==> config.mk <==
export PLATFORM = sky130hd
export DESIGN_NAME = uproc_control_fsm
export DESIGN_NICKNAME = d
export VERILOG_FILES = /design/src/rtl/uproc_control_fsm.sv
export SDC_FILE = /design/constraint.sdc
export NUM_CORES = 1
export LEC_CHECK = 0
export ABC_AREA = 1
export BUFFER_PORTS_ARGS = -buffer_cell sky130_fd_sc_hd__buf_2
export CAP_MARGIN = 20
export CORE_MARGIN = 5
export CORE_UTILIZATION = 27
export DETAILED_ROUTE_END_ITERATION = 12
export PLACE_DENSITY = 0.58
export SLEW_MARGIN = 25
export SYNTH_ARGS = -nofsm -noshare
export SYNTH_HDL_FRONTEND = slang
export SYNTH_SLANG_ARGS = --single-unit
==> constraint.sdc <==
create_clock -name clk -period 1.3 [get_ports clk]
set_clock_uncertainty 0.1 [all_clocks]
set_input_delay 0.13 -clock clk [delete_from_list [all_inputs] [get_ports clk]]
set_output_delay 0.13 -clock clk [all_outputs]
set_load 0.02 [all_outputs]
==> src/rtl/uproc_control_fsm.sv <==
// -----------------------------------------------------------------------------
// uproc_control_fsm
//   Multicycle control unit for the uprocesador datapath. Sequences
//   IDLE -> FETCH -> DECODE -> EXEC -> (MEM) -> (WB) and drives every datapath
//   control strobe. Only the state and the sticky illegal flag are registered;
//   all control outputs are decoded from the current state plus the
//   instruction fields read back from the datapath.
//
//   Parameters
//     STATE_W          state register width (7 states used, needs 3)
//     HALT_ON_ILLEGAL  1: illegal instruction parks the FSM in HALT
//                      0: flag it, treat it as a NOP and refetch
//
//   Optional feature (macro UPROC_MEM_WAIT_EN)
//     defined  : i_ram_rdy port exists; MEM holds until i_ram_rdy=1
//     undefined: no i_ram_rdy port; MEM lasts exactly one cycle
//
//   Ports
//     clk, rst            clock (rising edge), async active-low reset
//     i_run               run request, sampled in IDLE and at instruction end
//     opc/func3/func7     instruction fields from the datapath IR
//     o_zero              ALU zero flag (valid in EXEC)
//     i_ram_rdy           RAM access complete (UPROC_MEM_WAIT_EN only)
//     o_im_type           immediate format I=0 S=1 B=2 U=3
//     o_we_I              IR load
//     o_C_pc              PC control HOLD/INC/JUMP/CLR
//     o_op_ALU            ALU operation
//     o_we_reg, o_w_AR    regfile write, RAM address register load
//     o_sel_datos_*       ALU A/B and regfile write-data muxes
//     o_we_RAM            RAM write strobe
//     o_illegal           sticky illegal-instruction flag
//     o_state             current state (debug)
// -----------------------------------------------------------------------------
module uproc_control_fsm #(
   parameter int STATE_W         = 3,
   parameter bit HALT_ON_ILLEGAL = 1'b1
) (
   input  logic               clk,
   input  logic               rst,
   input  logic               i_run,
   input  logic [6:0]         opc,
   input  logic [2:0]         func3,
   input  logic [6:0]         func7,
   input  logic               o_zero,
`ifdef UPROC_MEM_WAIT_EN
   input  logic               i_ram_rdy,
`endif
   output logic [2:0]         o_im_type,
   output logic               o_we_I,
   output logic [1:0]         o_C_pc,
   output logic [2:0]         o_op_ALU,
   output logic               o_we_reg,
   output logic               o_w_AR,
   output logic               o_sel_datos_rs1,
   output logic               o_sel_datos_rs2,
   output logic               o_sel_datos_int,
   output logic               o_we_RAM,
   output logic               o_illegal,
   output logic [STATE_W-1:0] o_state
);

   typedef enum logic [STATE_W-1:0] {
      S_IDLE, S_FETCH, S_DECODE, S_EXEC, S_MEM, S_WB, S_HALT
   } state_t;

   localparam logic [6:0] OPC_R    = 7'b0110011;
   localparam logic [6:0] OPC_I    = 7'b0010011;
   localparam logic [6:0] OPC_LD   = 7'b0000011;
   localparam logic [6:0] OPC_ST   = 7'b0100011;
   localparam logic [6:0] OPC_BR   = 7'b1100011;
   localparam logic [6:0] OPC_LUI  = 7'b0110111;
   localparam logic [6:0] F7_BASE  = 7'b0000000;
   localparam logic [6:0] F7_ALT   = 7'b0100000;

   localparam logic [2:0] ALU_ADD   = 3'd0;
   localparam logic [2:0] ALU_SUB   = 3'd1;
   localparam logic [2:0] ALU_AND   = 3'd2;
   localparam logic [2:0] ALU_OR    = 3'd3;
   localparam logic [2:0] ALU_XOR   = 3'd4;
   localparam logic [2:0] ALU_SLL   = 3'd5;
   localparam logic [2:0] ALU_SRL   = 3'd6;
   localparam logic [2:0] ALU_PASSB = 3'd7;

   localparam logic [2:0] IM_I = 3'd0;
   localparam logic [2:0] IM_S = 3'd1;
   localparam logic [2:0] IM_B = 3'd2;
   localparam logic [2:0] IM_U = 3'd3;

   localparam logic [1:0] PC_HOLD = 2'd0;
   localparam logic [1:0] PC_INC  = 2'd1;
   localparam logic [1:0] PC_JUMP = 2'd2;
   localparam logic [1:0] PC_CLR  = 2'd3;

   state_t state_q, state_d;
   logic   illegal_q, illegal_d;

   // ---------------------------------------------------------------------------
   // Instruction decode. The IR is stable from DECODE until the next FETCH,
   // so the same decode serves EXEC, MEM and WB (WB holds the EXEC controls).
   // ---------------------------------------------------------------------------
   logic [2:0] f3_op, ex_op, ex_im;
   logic       ex_rs2, illegal_dec;
   logic       is_ld, is_st, is_br, br_take;

   always_comb begin
      f3_op = ALU_ADD;
      case (func3)
         3'b000:  f3_op = ALU_ADD;
         3'b111:  f3_op = ALU_AND;
         3'b110:  f3_op = ALU_OR;
         3'b100:  f3_op = ALU_XOR;
         3'b001:  f3_op = ALU_SLL;
         3'b101:  f3_op = ALU_SRL;
         default: f3_op = ALU_ADD;
      endcase
   end

   assign is_ld   = (opc == OPC_LD);
   assign is_st   = (opc == OPC_ST);
   assign is_br   = (opc == OPC_BR);
   assign br_take = ((func3 == 3'b000) &&  o_zero) ||
                    ((func3 == 3'b001) && !o_zero);

   always_comb begin
      ex_op       = ALU_ADD;
      ex_im       = IM_I;
      ex_rs2      = 1'b0;
      illegal_dec = 1'b0;
      case (opc)
         OPC_R: begin
            ex_op = (func7 == F7_ALT) ? ALU_SUB : f3_op;
            if ((func7 != F7_BASE) && (func7 != F7_ALT))
               illegal_dec = 1'b1;
            // the alternate funct7 only encodes SUB
            if ((func7 == F7_ALT) && (func3 != 3'b000))
               illegal_dec = 1'b1;
         end
         OPC_I: begin
            // no SUBI: funct7 is ignored, funct3=000 is always ADD
            ex_op  = f3_op;
            ex_rs2 = 1'b1;
         end
         OPC_LD: begin
            ex_rs2 = 1'b1;
         end
         OPC_ST: begin
            ex_im  = IM_S;
            ex_rs2 = 1'b1;
         end
         OPC_BR: begin
            ex_im = IM_B;
            ex_op = ALU_SUB;
            if (func3[2:1] != 2'b00)
               illegal_dec = 1'b1;
         end
         OPC_LUI: begin
            ex_im  = IM_U;
            ex_rs2 = 1'b1;
            ex_op  = ALU_PASSB;
         end
         default: illegal_dec = 1'b1;
      endcase
   end

   // ---------------------------------------------------------------------------
   // Next state
   // ---------------------------------------------------------------------------
   state_t end_state;
   assign end_state = i_run ? S_FETCH : S_IDLE;

   always_comb begin
      state_d   = state_q;
      illegal_d = illegal_q;
      case (state_q)
         S_IDLE:   if (i_run) state_d = S_FETCH;
         S_FETCH:  state_d = S_DECODE;
         S_DECODE: begin
            if (illegal_dec) begin
               illegal_d = 1'b1;
               state_d   = HALT_ON_ILLEGAL ? S_HALT : S_FETCH;
            end else begin
               state_d = S_EXEC;
            end
         end
         S_EXEC: begin
            if (is_ld || is_st) state_d = S_MEM;
            else if (is_br)     state_d = end_state;
            else                state_d = S_WB;
         end
         S_MEM: begin
`ifdef UPROC_MEM_WAIT_EN
            if (i_ram_rdy)
               state_d = is_ld ? S_WB : end_state;
`else
            state_d = is_ld ? S_WB : end_state;
`endif
         end
         S_WB:     state_d = end_state;
         S_HALT:   state_d = S_HALT;
         default:  state_d = S_IDLE;
      endcase
   end

   always_ff @(posedge clk or negedge rst) begin
      if (!rst) begin
         state_q   <= S_IDLE;
         illegal_q <= 1'b0;
      end else begin
         state_q   <= state_d;
         illegal_q <= illegal_d;
      end
   end

   // ---------------------------------------------------------------------------
   // Control outputs. Gated by rst so every strobe drops in the same cycle
   // reset is asserted, even before the state register is observed.
   // ---------------------------------------------------------------------------
   always_comb begin
      o_im_type       = IM_I;
      o_we_I          = 1'b0;
      o_C_pc          = PC_HOLD;
      o_op_ALU        = ALU_ADD;
      o_we_reg        = 1'b0;
      o_w_AR          = 1'b0;
      o_sel_datos_rs1 = 1'b0;
      o_sel_datos_rs2 = 1'b0;
      o_sel_datos_int = 1'b0;
      o_we_RAM        = 1'b0;
      if (rst) begin
         case (state_q)
            S_IDLE:  if (!i_run) o_C_pc = PC_CLR;
            S_FETCH: begin
               o_we_I = 1'b1;
               o_C_pc = PC_INC;
            end
            S_EXEC: begin
               o_im_type       = ex_im;
               o_op_ALU        = ex_op;
               o_sel_datos_rs2 = ex_rs2;
               o_w_AR          = is_ld || is_st;
               if (is_br && br_take) o_C_pc = PC_JUMP;
            end
            // address register already loaded; only the store strobe matters
            S_MEM:   o_we_RAM = is_st;
            S_WB: begin
               o_im_type       = ex_im;
               o_op_ALU        = ex_op;
               o_sel_datos_rs2 = ex_rs2;
               o_we_reg        = 1'b1;
               o_sel_datos_int = is_ld;
            end
            default: ;
         endcase
      end
   end

   assign o_illegal = illegal_q;
   assign o_state   = state_q;

endmodule
# Yosys cells after proc, flatten, opt, wreduce, memory -nomap -nowiden
# Index checks and enable logic that the tools add are counted.
[totals] mem_count=0 mem_bits_ro=0 in_bits=21 register_bits=4 ramBits=0 latchBits=0 out_inout_bits=19
[op_classes] n_shift=0 add_sub_neg=0 div=0 eq_ne=20 n_mux=36 n_mul=0 reduce_logical=16 bitwise_logic=0 n_lt_le_gt_ge=0
[ops] cell="$mux 3" n=10
[ops] cell="$eq 7x6->1 const B" n=4
[ops] cell="$eq 3x3->1 const B" n=7
[ops] cell="$pmux 3 s7" n=1
[ops] cell="$mux 1" n=17
[ops] cell="$pmux 3 s5" n=1
[ops] cell="$pmux 2 s3" n=2
[ops] cell="$pmux 3 s4" n=1
[ops] cell="$eq 7x2->1 const B" n=1
[ops] cell="$eq 7x5->1 const B" n=1
[ops] cell="$eq 7x7->1 const B" n=1
[ops] cell="$ne 7x6->1 const B" n=1
[ops] cell="$reduce_bool 7->1" n=1
[ops] cell="$eq 3x1->1 const B" n=2
[ops] cell="$eq 3x2->1 const B" n=2
[ops] cell="$logic_not 3->1" n=2
[ops] cell="$mux 2" n=3
[ops] cell="$logic_and 1x1->1" n=5
[ops] cell="$reduce_or 4->1" n=1
[ops] cell="$pmux 1 s3" n=1
[ops] cell="$reduce_bool 3->1" n=1
[ops] cell="$logic_or 1x1->1" n=2
[ops] cell="$ne 2x2->1 const B" n=1
[ops] cell="$reduce_and 2->1" n=1
[ops] cell="other kinds (3)" n=3

# Depth between registers and ports, before layout
# Gate-level depths: netlist of the first run.
[depth] word_depth=7 mapped_depth=9 depth_no_buf=9

# Worst setup path before layout of the first run
# Ideal clock, no wire load.
[synth_path] path_kind="register to output" from="reg state_q[2] (netlist: o_state[2])" to="out o_sel_datos_int" path_buffers=0 path_slack_ns=-0.330 required_time_ns=1.070 stages_incl_launch_ff=5 arrival_time_ns=1.400 path_cell_list="dfrtp_1 inv_2 nor3_2 inv_1 nor3_1"
[synth_via] elab_chain_cells=3
[synth_rtl] item="start, declared" line="94" text="state_t state_q, state_d;"
[synth_rtl] item="start signal, assigned" line="209" text="state_q <= state_d;"
[synth_rtl] item="$eq 3x3->1" line="230" text="case (state_q)"
[synth_rtl] item="$mux 1" line="230"
[synth_rtl] item="$mux 1" line="229" text="if (rst) begin"
[synth_rtl] item="end, declared" line="56" text="output logic o_sel_datos_int,"
# Every way passes these cells.

# Worst setup path in the final report of the first run
[layout_path] from="reg state_q[0] (netlist: o_state[0])" to="out o_C_pc[1]"
[layout_via] elab_chain_cells=3
[layout_rtl] item="$eq 3x2->1, or another cell as far along" line="230"
[layout_rtl] item="$pmux 2 s3 *" line="230"
[layout_rtl] item="$mux 2 *" line="229"
[layout_rtl] item="end, declared" line="50" text="output logic [1:0] o_C_pc,"
# Mark *: on every way between the ends. The rest lies on a longest branch, timed or not.

==> results of run 1 <==
-- area by class of cell --
type,instances,area (sq um),area share (%)
repair buffers,69,511.7,38.30
flip-flops and latches,4,103.9,7.772
multi-input cells,95,571.8,42.79
well taps,30,37.54,2.809
clock buffers,4,26.28,1.966
inverters,22,85.08,6.367
-- how the worst max path moves through the flow --
| stage | start | to | slack (ns) | depth (start not counted) |
|---|---|---|---|---|
| after floorplan | o_state[1] | o_im_type[0] | -0.11 | 4 |
| after global placement | o_state[0] | o_C_pc[1] | -0.17 | 6 |
| after detailed placement | o_state[2] | o_op_ALU[1] | -0.16 | 6 |
| after CTS | o_state[1] | o_C_pc[1] | -0.39 | 5 |
| after global routing | o_state[1] | o_op_ALU[2] | -0.46 | 6 |
| final | o_state[0] | o_C_pc[1] | -0.35 | 5 |
-- worst max-delay path, delay by kind of cell (launching register included) --
family / cells / cell delay (ns)
buffers and inverters: 2 / 0.21
AND/OR/NAND/NOR: 1 / 0.25
AO/OA/AOI/OAI: 2 / 0.33
flip-flops: 1 / 0.39
-- layer usage --
layer	routed length [um]	vias up	track usage (%)
met5	0	-	0
met4	0	0	0.9494
met3	108	0	1.961
met2	1406	23	27.46
met1	999	458	16.69
li1	-	533	-
-- kinds of logic after synthesis --
group	count (synthesis)	share of synthesized area, %
compound gates	19	18.83
buf+inv	24	14.69
flops	4	15.07
other cells	1	0.5644
simple gates	74	50.85
-- metrics by stage --
stage          hold slack [ns]  utilization [%]  cell area (sq um)  setup TNS, ns  setup WS (ns)
2_1_floorplan          -0.2656                -              711.9        -0.7235        -0.1051
3_3_place_gp           -0.1337            44.70               1077         -1.396        -0.1731
3_5_place_dp           -0.1344            44.70               1077         -1.537        -0.1630
4_1_cts                 0.2459            53.01               1277         -4.160        -0.3866
5_1_grt                 0.2801            55.45               1336         -5.330        -0.4636
6_report                0.2514            55.45               1336         -4.100        -0.3543
-- power by group --
group	internal [mW]	switching, mW	leakage [nW]
registers	0.180	0.0631	0.0426
clock network	0.116	0.0555	0.0150
logic	0.602	0.665	0.622
-- state kept, by name, indices dropped and copies added (netlist names) --
signal,flops
o_state,3
o_illegal,1
-- cells in the final DEF, fill, tap and decap left out, types with 2 or more instances in the layout --
cell type / Yosys / final
buf_6: 0 / 13
inv_1: 20 / 13
nor2_2: 3 / 6
inv_2: 2 / 8
a21oi_1: 5 / 3
clkbuf_4: 0 / 3
nor3_4: 1 / 4
nand3_1: 9 / 7
o21ai_0: 3 / 3
dfrtp_2: 0 / 3
nand3_2: 1 / 2
nand2_1: 27 / 27
a21oi_2: 2 / 3
buf_2: 0 / 23
buf_4: 2 / 32
nor2_1: 23 / 19
conb_1: 1 / 2
nor3_1: 5 / 2
-- timing repair --
item,in CTS,in global routing
buffers inserted,8,2
setup endpoints to repair,15,16
resized for setup,30,13
pin swaps,5,6
endpoints found under the hold margin,4,0
hold buffers,1,0
==> impl_results.md, run 1 <==
- Cells after synthesis: 122
- Placed insts: 209
- Die Width: 59.61 um
- Worst Path Required: 1.07 ns
- Final GP Congestion: 0.8513
- Dominant cells by area after synthesis: nand2_1 15%, dfrtp_1 15%, nor2_1 13%
- Reg-to-Reg End: o_state[0]
- Clk sink count: 4
- Final setup vio count: 16
- GRT Total Usage: 14.07%
- Async S/R FF share, synth: 100.0%
- Drt initial violations: 14
- Startpoint type of the worst setup path: flip-flop
- CTS tree: built
- Max IR drop VDD: 0.0009806 V
- Unique masters post-synth: 28
- Core area: 2410 sq um
- Setup CP Type: flip-flop to output pin
- Layout cell share with drive strength beyond 1: 55.15%
- Max Fclk: 0.6045 GHz
- Clock buffer depth: 2
- Post-synth EDFFs: 0
- Final-stage net count: 216
- Synth top cells by count: 27 x nand2_1, 23 x nor2_1, 20 x inv_1
- DIE AREA: 3553 sq um
- Final Max Slew Viols: 0
- Post-synthesis register bit count: 4
- Violations in the final reports: setup timing
- CTS root buf: clkbuf_4
- Largest area contributor in the netlist: nand2_1
- Vias/cell: 4.527
- Period minus WS final: 1.654 ns
- Post-Syn Area: 664.4 sq um
- IO Count: 40
- Sequential element share of the synthesized area: 15.07%
- Worst r2r path cells: 9
- Final WL: 2.514 mm
- Crit-path slowest cell: dfrtp_2
- Avg Cell Area, Syn: 5.446 sq um
- RSZ-0062 raised after global routing: true
- Fin crit share: 127.3%
- Yosys warning count: 0
- Clk_lat worst skew: 0.23 ns
- Post-route insts no fill: 224
- Most frequent cell after synthesis: nand2_1
- Sequence of cells on the critical path: inv_4 -> nor3_4 -> o2111ai_1 -> a21oi_2 -> buf_4
- Final count of hold timing violations: 0
- Crit-path max FO: 4
- Initial antenna violation count: 0
- DRT Pass-1 Iters: 4
- Port bufs: 37
- Num rows: 18
- Reg2Reg Setup Slack: -0.23 ns
- Vias in the first global route: 979
- DR vias: 1,014
- Outcome: finished, violations left
- First-pass GRT wire length: 3.946 mm
- Worst flop-to-flop path startpoint: o_state[1]
- Initial Util: 27.57%
- Crit path arrival time: 1.42 ns
- Post-synth top area share: 15.25%
- Pin count of the biggest net entering global routing: 7
- Pleak: 0.6791 nW
- H-tree depth: 1
- Crit end category: output pin
- Die height: 59.61 um
- PnR worst setup slack: -0.3543 ns
- Grt ovf: 0
- # diodes: 0
- DR WL/cell: 11.22 um
- Power Dens Cells: 1258 nW/um^2
- DRC violations left: 0
- Fill count: 222
- CTS clock-pin slew for the worst setup and hold paths: 0.04 ns
- Most used DFF post-synth: dfrtp_1
- Area Growth Syn to Fin: 101.1%
- Hold/Removal Path Class: input pin to asynchronous set/reset pin
- Pwr Total: 1.681 mW
- Crit-path max cell delay: 0.39 ns
- Final ANT Viol Nets: 0
- Post-DP HPWL: 1.941 mm
- Max-cap check violation count: 0
- Total CTS buffers: 3
Power figures use the tool's default switching activity.
==> run 2, diff against run 1 <==
--- a/config.mk
+++ b/config.mk
@@ -11,7 +11,7 @@
 export CORE_MARGIN = 5
 export CORE_UTILIZATION = 27
 export DETAILED_ROUTE_END_ITERATION = 12
-export PLACE_DENSITY = 0.58
+export PLACE_DENSITY = 0.56
 export SLEW_MARGIN = 25
 export SYNTH_ARGS = -nofsm -noshare
 export SYNTH_HDL_FRONTEND = slang
==> constraint.sdc (replaced) <==
create_clock -name clk -period 2.04 [get_ports clk]
set_clock_uncertainty 0.1 [all_clocks]
set_input_delay 0.204 -clock clk [delete_from_list [all_inputs] [get_ports clk]]
set_output_delay 0.204 -clock clk [all_outputs]
set_load 0.02 [all_outputs]
==> run 2 against run 1 <==
  * The run now ends clean
  * Non-clock buffer count decreased by 31
  * Cell count decreased by 14%
  * Cell area decreased by 32%
  * Count of clock-buffer cells in the layout decreased by 1
  * Global-route usage decreased by 2.9 points
  * Critical endpoint is now o_op_ALU[1]
  * Largest power group unchanged
==> impl_results.md, run 2 (synthesis results as in run 1) <==
- Sequential power share: 23.5% (+9.1 points)
- DR vias: 866 (-15%)
- Power Dens Cells: 699.9 nW/um^2 (-44%)
- Most common cell after layout, fill and taps aside: buf_2
- DRC violations left: 0 (unchanged)
- Logic pwr share: 61.0% (-14 points)
- Pin count of the biggest net entering global routing: 8 (+1)
- Final Max Slew Viols: 0 (unchanged)
- Final WL: 1.981 mm (-21%)
- Post-CTS setup buffer count: 0 (-8)
- Num rows: 18 (unchanged)
- P_sw: 0.3272 mW (-58%)
- Worst slack, placed: 0.4018 ns (+0.5648 ns)
- DIE AREA: 3553 sq um (unchanged)
- Port bufs: 37 (unchanged)
- Worst r2r path cells: 6 (-3)
- Post-DP HPWL: 1.709 mm (-12%)
- Min Hold Slack: 0.1961 ns (-0.05531 ns)
- Switch share: 51.47% (+4.8 points)
- PnR worst setup slack: 0.1610 ns (+0.5152 ns)
- Pleak: 0.5052 nW (-26%)
- Period minus WS final: 1.879 ns
- Placed insts: 188 (-10%)
- CTS tree: built
- Max IR drop VDD: 0.0003829 V (-61%)
- Clk sink count: 4 (unchanged)
- Most frequent cells in the layout: 37 x buf_2, 27 x nand2_1, 23 x nor2_1, 20 x inv_1, 9 x nand3_1
- RSZ-0062 raised after global routing: false
- Max FFs per register: 3 (unchanged)
- DR WL/cell: 10.32 um (-8.1%)
- Layout cell share with drive strength beyond 1: 32.72% (-22 points)
- Reg-to-Reg End: o_state[0]
- Crit path to: o_op_ALU[1]
- Crit end category: output pin
- Grt ovf: 0 (unchanged)
- Outcome: complete, no violations
- H-tree depth: 1 (unchanged)
- Worst flop-to-flop path startpoint: o_state[1]
- CTS clock-pin slew for the worst setup and hold paths: 0.04 ns (about the same)
- Clock buffer depth: 2 (unchanged)
- GRT Total Usage: 11.15% (-2.9 points)
- Final count of hold timing violations: 0 (unchanged)
- Crit path arrival time: 1.58 ns (+0.16 ns)
- Reg2Reg Setup Slack: 0.72 ns (+0.95 ns)
- CTS-repair resized insts: 0 (-100%)
- Post-CTS Hold Buffers: 1 (unchanged)
- Fin crit share: 92.11%
- Hold path depth: 3
- Vias/cell: 4.510 (-0.36%)
- Critical Path Source: o_state[1]
- Core area: 2410 sq um (unchanged)
- Setup CP Type: flip-flop to output pin
- Initial antenna violation count: 0 (unchanged)
- First-pass GRT wire length: 3.160 mm (-20%)
- DRT Pass-1 Iters: 4 (unchanged)
- Total CTS buffers: 3 (unchanged)
- Startpoint type of the worst setup path: flip-flop
- Clk_lat worst skew: 0.24 ns (about the same)
- Vias in the first global route: 807 (-18%)
- IO Count: 40 (unchanged)
- Max-cap check violation count: 0 (unchanged)
- Die height: 59.61 um (unchanged)
- Setup TNS: 0 ns (+4.100 ns)
- CTS root buf: clkbuf_4
- Crit-path max FO: 5 (+1)
- Final ANT Viol Nets: 0 (unchanged)
- Drt initial violations: 26 (+12)
- Final setup vio count: 0 (-16)
- Worst Path Required: 1.74 ns (+0.67 ns)
- Die Width: 59.61 um (unchanged)
- Initial Util: 27.57% (unchanged)
- Area Growth Syn to Fin: 36.72%
- Post-route insts no fill: 192 (-14%)
- # diodes: 0 (unchanged)
- Hold/Removal Path Class: input pin to flip-flop
- Max Fclk: 0.5322 GHz
- Internal power: 0.3085 mW (-66%)
- Final GP Congestion: 0.8466 (-0.55%)
- Final-stage net count: 185 (-14%)
- Clock share of power: 15.5% (+5.3 points)
- Pwr Total: 0.6358 mW (-62%)
==> run 2: cell count changes in the layout (fill, tap and decap cells not counted), sizes merged <==
cell,previous run,this run
clkbuf,4,3
buf,68,37
==> run 2: layout make-up <==
class | count | area, sq um
Sequential cell | 4 | 100.1
Fill cell | 275 | 1501
Tap cell | 30 | 37.54
Inverter | 22 | 82.58
Clock buffer | 3 | 22.52
Multi-Input combinational cell | 95 | 470.5
Timing Repair Buffer | 38 | 195.2
==> run 2: critical path, stage by stage (launching register included) <==
cell     delay (ns)
dfrtp_1        0.42
inv_2          0.09
nor3_4         0.27
o21ai_2        0.15
a21oi_2        0.14
nand2_1        0.06
inv_1          0.05
buf_2          0.15
==> run 2: metrics by stage <==
stage,cell area [sq um],util (%)
floorplan,668.1,-
global placement,875.8,36.34
detailed placement,875.8,36.34
CTS,908.4,37.69
global route,908.4,37.69
finish,908.4,37.69
==> run 2: worst min path at each step <==
stage               startpoint          to  slack, ns
floorplan                  rst   o_illegal      -0.19
global placement           rst  o_state[1]      -0.06
global route             i_run  o_state[0]       0.20
CTS                      i_run  o_state[0]       0.20
detailed placement         rst  o_state[1]      -0.06
finish                   i_run  o_state[0]       0.20
==> run 2: metal layers <==
metal	vias to the layer above	GRT usage, %	share of wire (%)
met5	-	0	0
met4	0	1.899	0.56
met3	3	2.397	8.8
met2	27	19.19	46
met1	365	14.40	45
li1	471	-	-
==> run 2: power groups by stage <==
| stage | Clock, mW | Sequential, mW | Combinational (mW) |
|---|---|---|---|
| final | 0.0984 | 0.149 | 0.388 |
| after global routing | 0.113 | 0.152 | 0.430 |
| after CTS | 0.102 | 0.148 | 0.393 |
| after detailed placement | 0 | 0.149 | 0.391 |
| after global placement | 0 | 0.148 | 0.384 |
| after floorplan | 0 | 0.180 | 0.242 |
==> run 3, diff against run 2 <==
--- a/config.mk
+++ b/config.mk
@@ -7,11 +7,11 @@
 export LEC_CHECK = 0
 export ABC_AREA = 1
 export BUFFER_PORTS_ARGS = -buffer_cell sky130_fd_sc_hd__buf_2
-export CAP_MARGIN = 20
+export CAP_MARGIN = 25
 export CORE_MARGIN = 5
-export CORE_UTILIZATION = 27
+export CORE_UTILIZATION = 26
 export DETAILED_ROUTE_END_ITERATION = 12
-export PLACE_DENSITY = 0.56
+export PLACE_DENSITY = 0.55
 export SLEW_MARGIN = 25
 export SYNTH_ARGS = -nofsm -noshare
 export SYNTH_HDL_FRONTEND = slang
==> run 3 against run 2 <==
  * Clock power is 3.4% lower
  * Die area up 3.2%
  * First-iteration DRC count shrank 7.7%
  * Combinational power is essentially flat
  * Register-to-register slack is essentially flat
  * Hold slack gained 0.029 ns
  * Wire length decreased by 1.1%
  * Sequential cell count unchanged
  * Largest cell class unchanged
  * Cell area unchanged
==> impl_results.md, run 3 (synthesis results as in run 1) <==
- # diodes: 0 (unchanged)
- Clk sink count: 4 (unchanged)
- DIE AREA: 3666 sq um (+3.2%)
- Crit-path slowest cell: dfrtp_1
- CTS tree: built
- Die Width: 60.55 um (+1.6%)
- Initial Util: 27.06% (-0.51 points)
- GRT Total Usage: 11.08% (-0.069 points)
- Placed insts: 188 (unchanged)
- Min Hold Slack: 0.2249 ns (+0.02878 ns)
- Crit end category: output pin
- Max FFs per register: 3 (unchanged)
- Vias/cell: 4.469 (-0.92%)
- Pleak: 0.5052 nW (unchanged)
- Hold/Removal Path Class: input pin to flip-flop
- Setup TNS: 0 ns (unchanged)
- Layout cell share with drive strength beyond 1: 32.72% (unchanged)
- Post-route insts no fill: 192 (unchanged)
- IO Count: 40 (unchanged)
- Pwr Total: 0.6319 mW (-0.61%)
- Layout Utilization: 37.00% (-0.69 points)
- Drt initial violations: 24 (-7.7%)
- DRC violations left: 0 (unchanged)
- Top layer in use: met3
- Crit-path max cell delay: 0.45 ns (+0.03 ns)
- Post-CTS setup buffer count: 0 (unchanged)
- Dpl cell area: 875.8 sq um (unchanged)
- Max IR drop VDD: 0.0004325 V (+13%)
- CTS-repair resized insts: 0 (unchanged)
- Clk_lat worst skew: 0.23 ns (about the same)
- Final setup vio count: 0 (unchanged)
- Post-DP HPWL: 1.736 mm (+1.6%)
- Outcome: complete, no violations
- Met3 routed WL: 129 um (-26%)
- Final Max Slew Viols: 0 (unchanged)
- Final count of hold timing violations: 0 (unchanged)
- Final GP Congestion: 0.8668 (+2.4%)
- Met2 WL: 973 um (+6.9%)
- Fin crit share: 92.05% (about the same)
- Setup CP Type: flip-flop to output pin
- Core area: 2455 sq um (+1.9%)
- Max-cap check violation count: 0 (unchanged)
- First-pass GRT wire length: 3.187 mm (+0.85%)
- Die height: 60.55 um (+1.6%)
- Cell area after layout: 908.4 sq um (unchanged)
- Port bufs: 37 (unchanged)
- DR vias: 858 (-0.92%)
- Most common cell after layout, fill and taps aside: buf_2
- Post-CTS Hold Buffers: 1 (unchanged)
- Crit-path max FO: 5 (unchanged)
- PnR worst setup slack: 0.1622 ns (+0.001221 ns)
- Num rows: 18 (unchanged)
- Fill count: 297 (+8.0%)
- Final ANT Viol Nets: 0 (unchanged)
- Power Dens Cells: 695.6 nW/um^2 (-0.61%)
- Total CTS buffers: 3 (unchanged)
- H-tree depth: 1 (unchanged)
- Final WL: 1.959 mm (-1.1%)
- Period minus WS final: 1.878 ns (-0.001221 ns)
- Worst slack, placed: 0.3994 ns (-0.002402 ns)
- RSZ-0062 raised after global routing: false
- Crit path arrival time: 1.57 ns (about the same)
- Sequence of cells on the critical path: inv_2 -> nor3_2 -> o21ai_2 -> a21oi_2 -> nand2_1 -> inv_1 -> buf_2
- DR WL/cell: 10.20 um (-1.1%)
- Initial antenna violation count: 0 (unchanged)
- Wire length on met1: 857 um (-3.2%)
- Worst Path Required: 1.74 ns (about the same)
- Most frequent cells in the layout: 37 x buf_2, 27 x nand2_1, 23 x nor2_1, 20 x inv_1, 9 x nand3_1
- CTS root buf: clkbuf_4
- Startpoint type of the worst setup path: flip-flop
- Max Fclk: 0.5325 GHz (about the same)
- Final-stage net count: 185 (unchanged)
- CTS clock-pin slew for the worst setup and hold paths: 0.04 ns (about the same)
- Grt ovf: 0 (unchanged)
- Clock buffer depth: 2 (unchanged)
- Vias in the first global route: 807 (unchanged)
- Pin count of the biggest net entering global routing: 8 (unchanged)
- Area Growth Syn to Fin: 36.72% (unchanged)
- DRT Pass-1 Iters: 4 (unchanged)
[run 3: layout make-up]
type                       instances  area (sq um)  area share (%)
clock buffer                       3         22.52           2.479
inverter                          22         82.58           9.091
multi-input combinational         95         470.5           51.79
sequential                         4         100.1           11.02
tap                               30         37.54           4.132
timing repair buffer              38         195.2           21.49
[run 3: worst max-delay path: cells and delay by family (launching register included)]
| family | cells | cell delay, ns |
|---|---|---|
| buffers and inverters | 3 | 0.30 |
| flip-flops | 1 | 0.45 |
| AO/OA/AOI/OAI | 2 | 0.30 |
| AND/OR/NAND/NOR | 2 | 0.30 |
[run 3: metal layers]
| metal | track usage, % | vias up |
|---|---|---|
| met4 | 2.786 | 0 |
| li1 | - | 471 |
| met2 | 19.14 | 23 |
| met1 | 14.58 | 364 |
| met5 | 0 | - |
| met3 | 1.489 | 0 |
[run 3: power by group]
part           switching, mW  total (mW)  internal, mW
Combinational          0.255       0.389         0.134
Clock                 0.0295      0.0951        0.0656
Sequential            0.0391       0.148         0.109
Total                  0.324       0.632         0.308
[run 3: path summary, 6_finish.rpt]
kind | startpoint | endpoint | slack [ns] | cells past startpoint
worst max-delay path | o_state[2] | o_op_ALU[2] | 0.16 | 7
worst min-delay path | i_run | o_state[0] | 0.22 | 3
worst max register to register | o_state[2] | o_state[0] | 0.72 | 6
worst min register to register | o_illegal | o_illegal | 0.36 | 2
max in group asynchronous | rst | o_state[0] | 1.45 | 2
min in group asynchronous | rst | o_illegal | 0.24 | 2
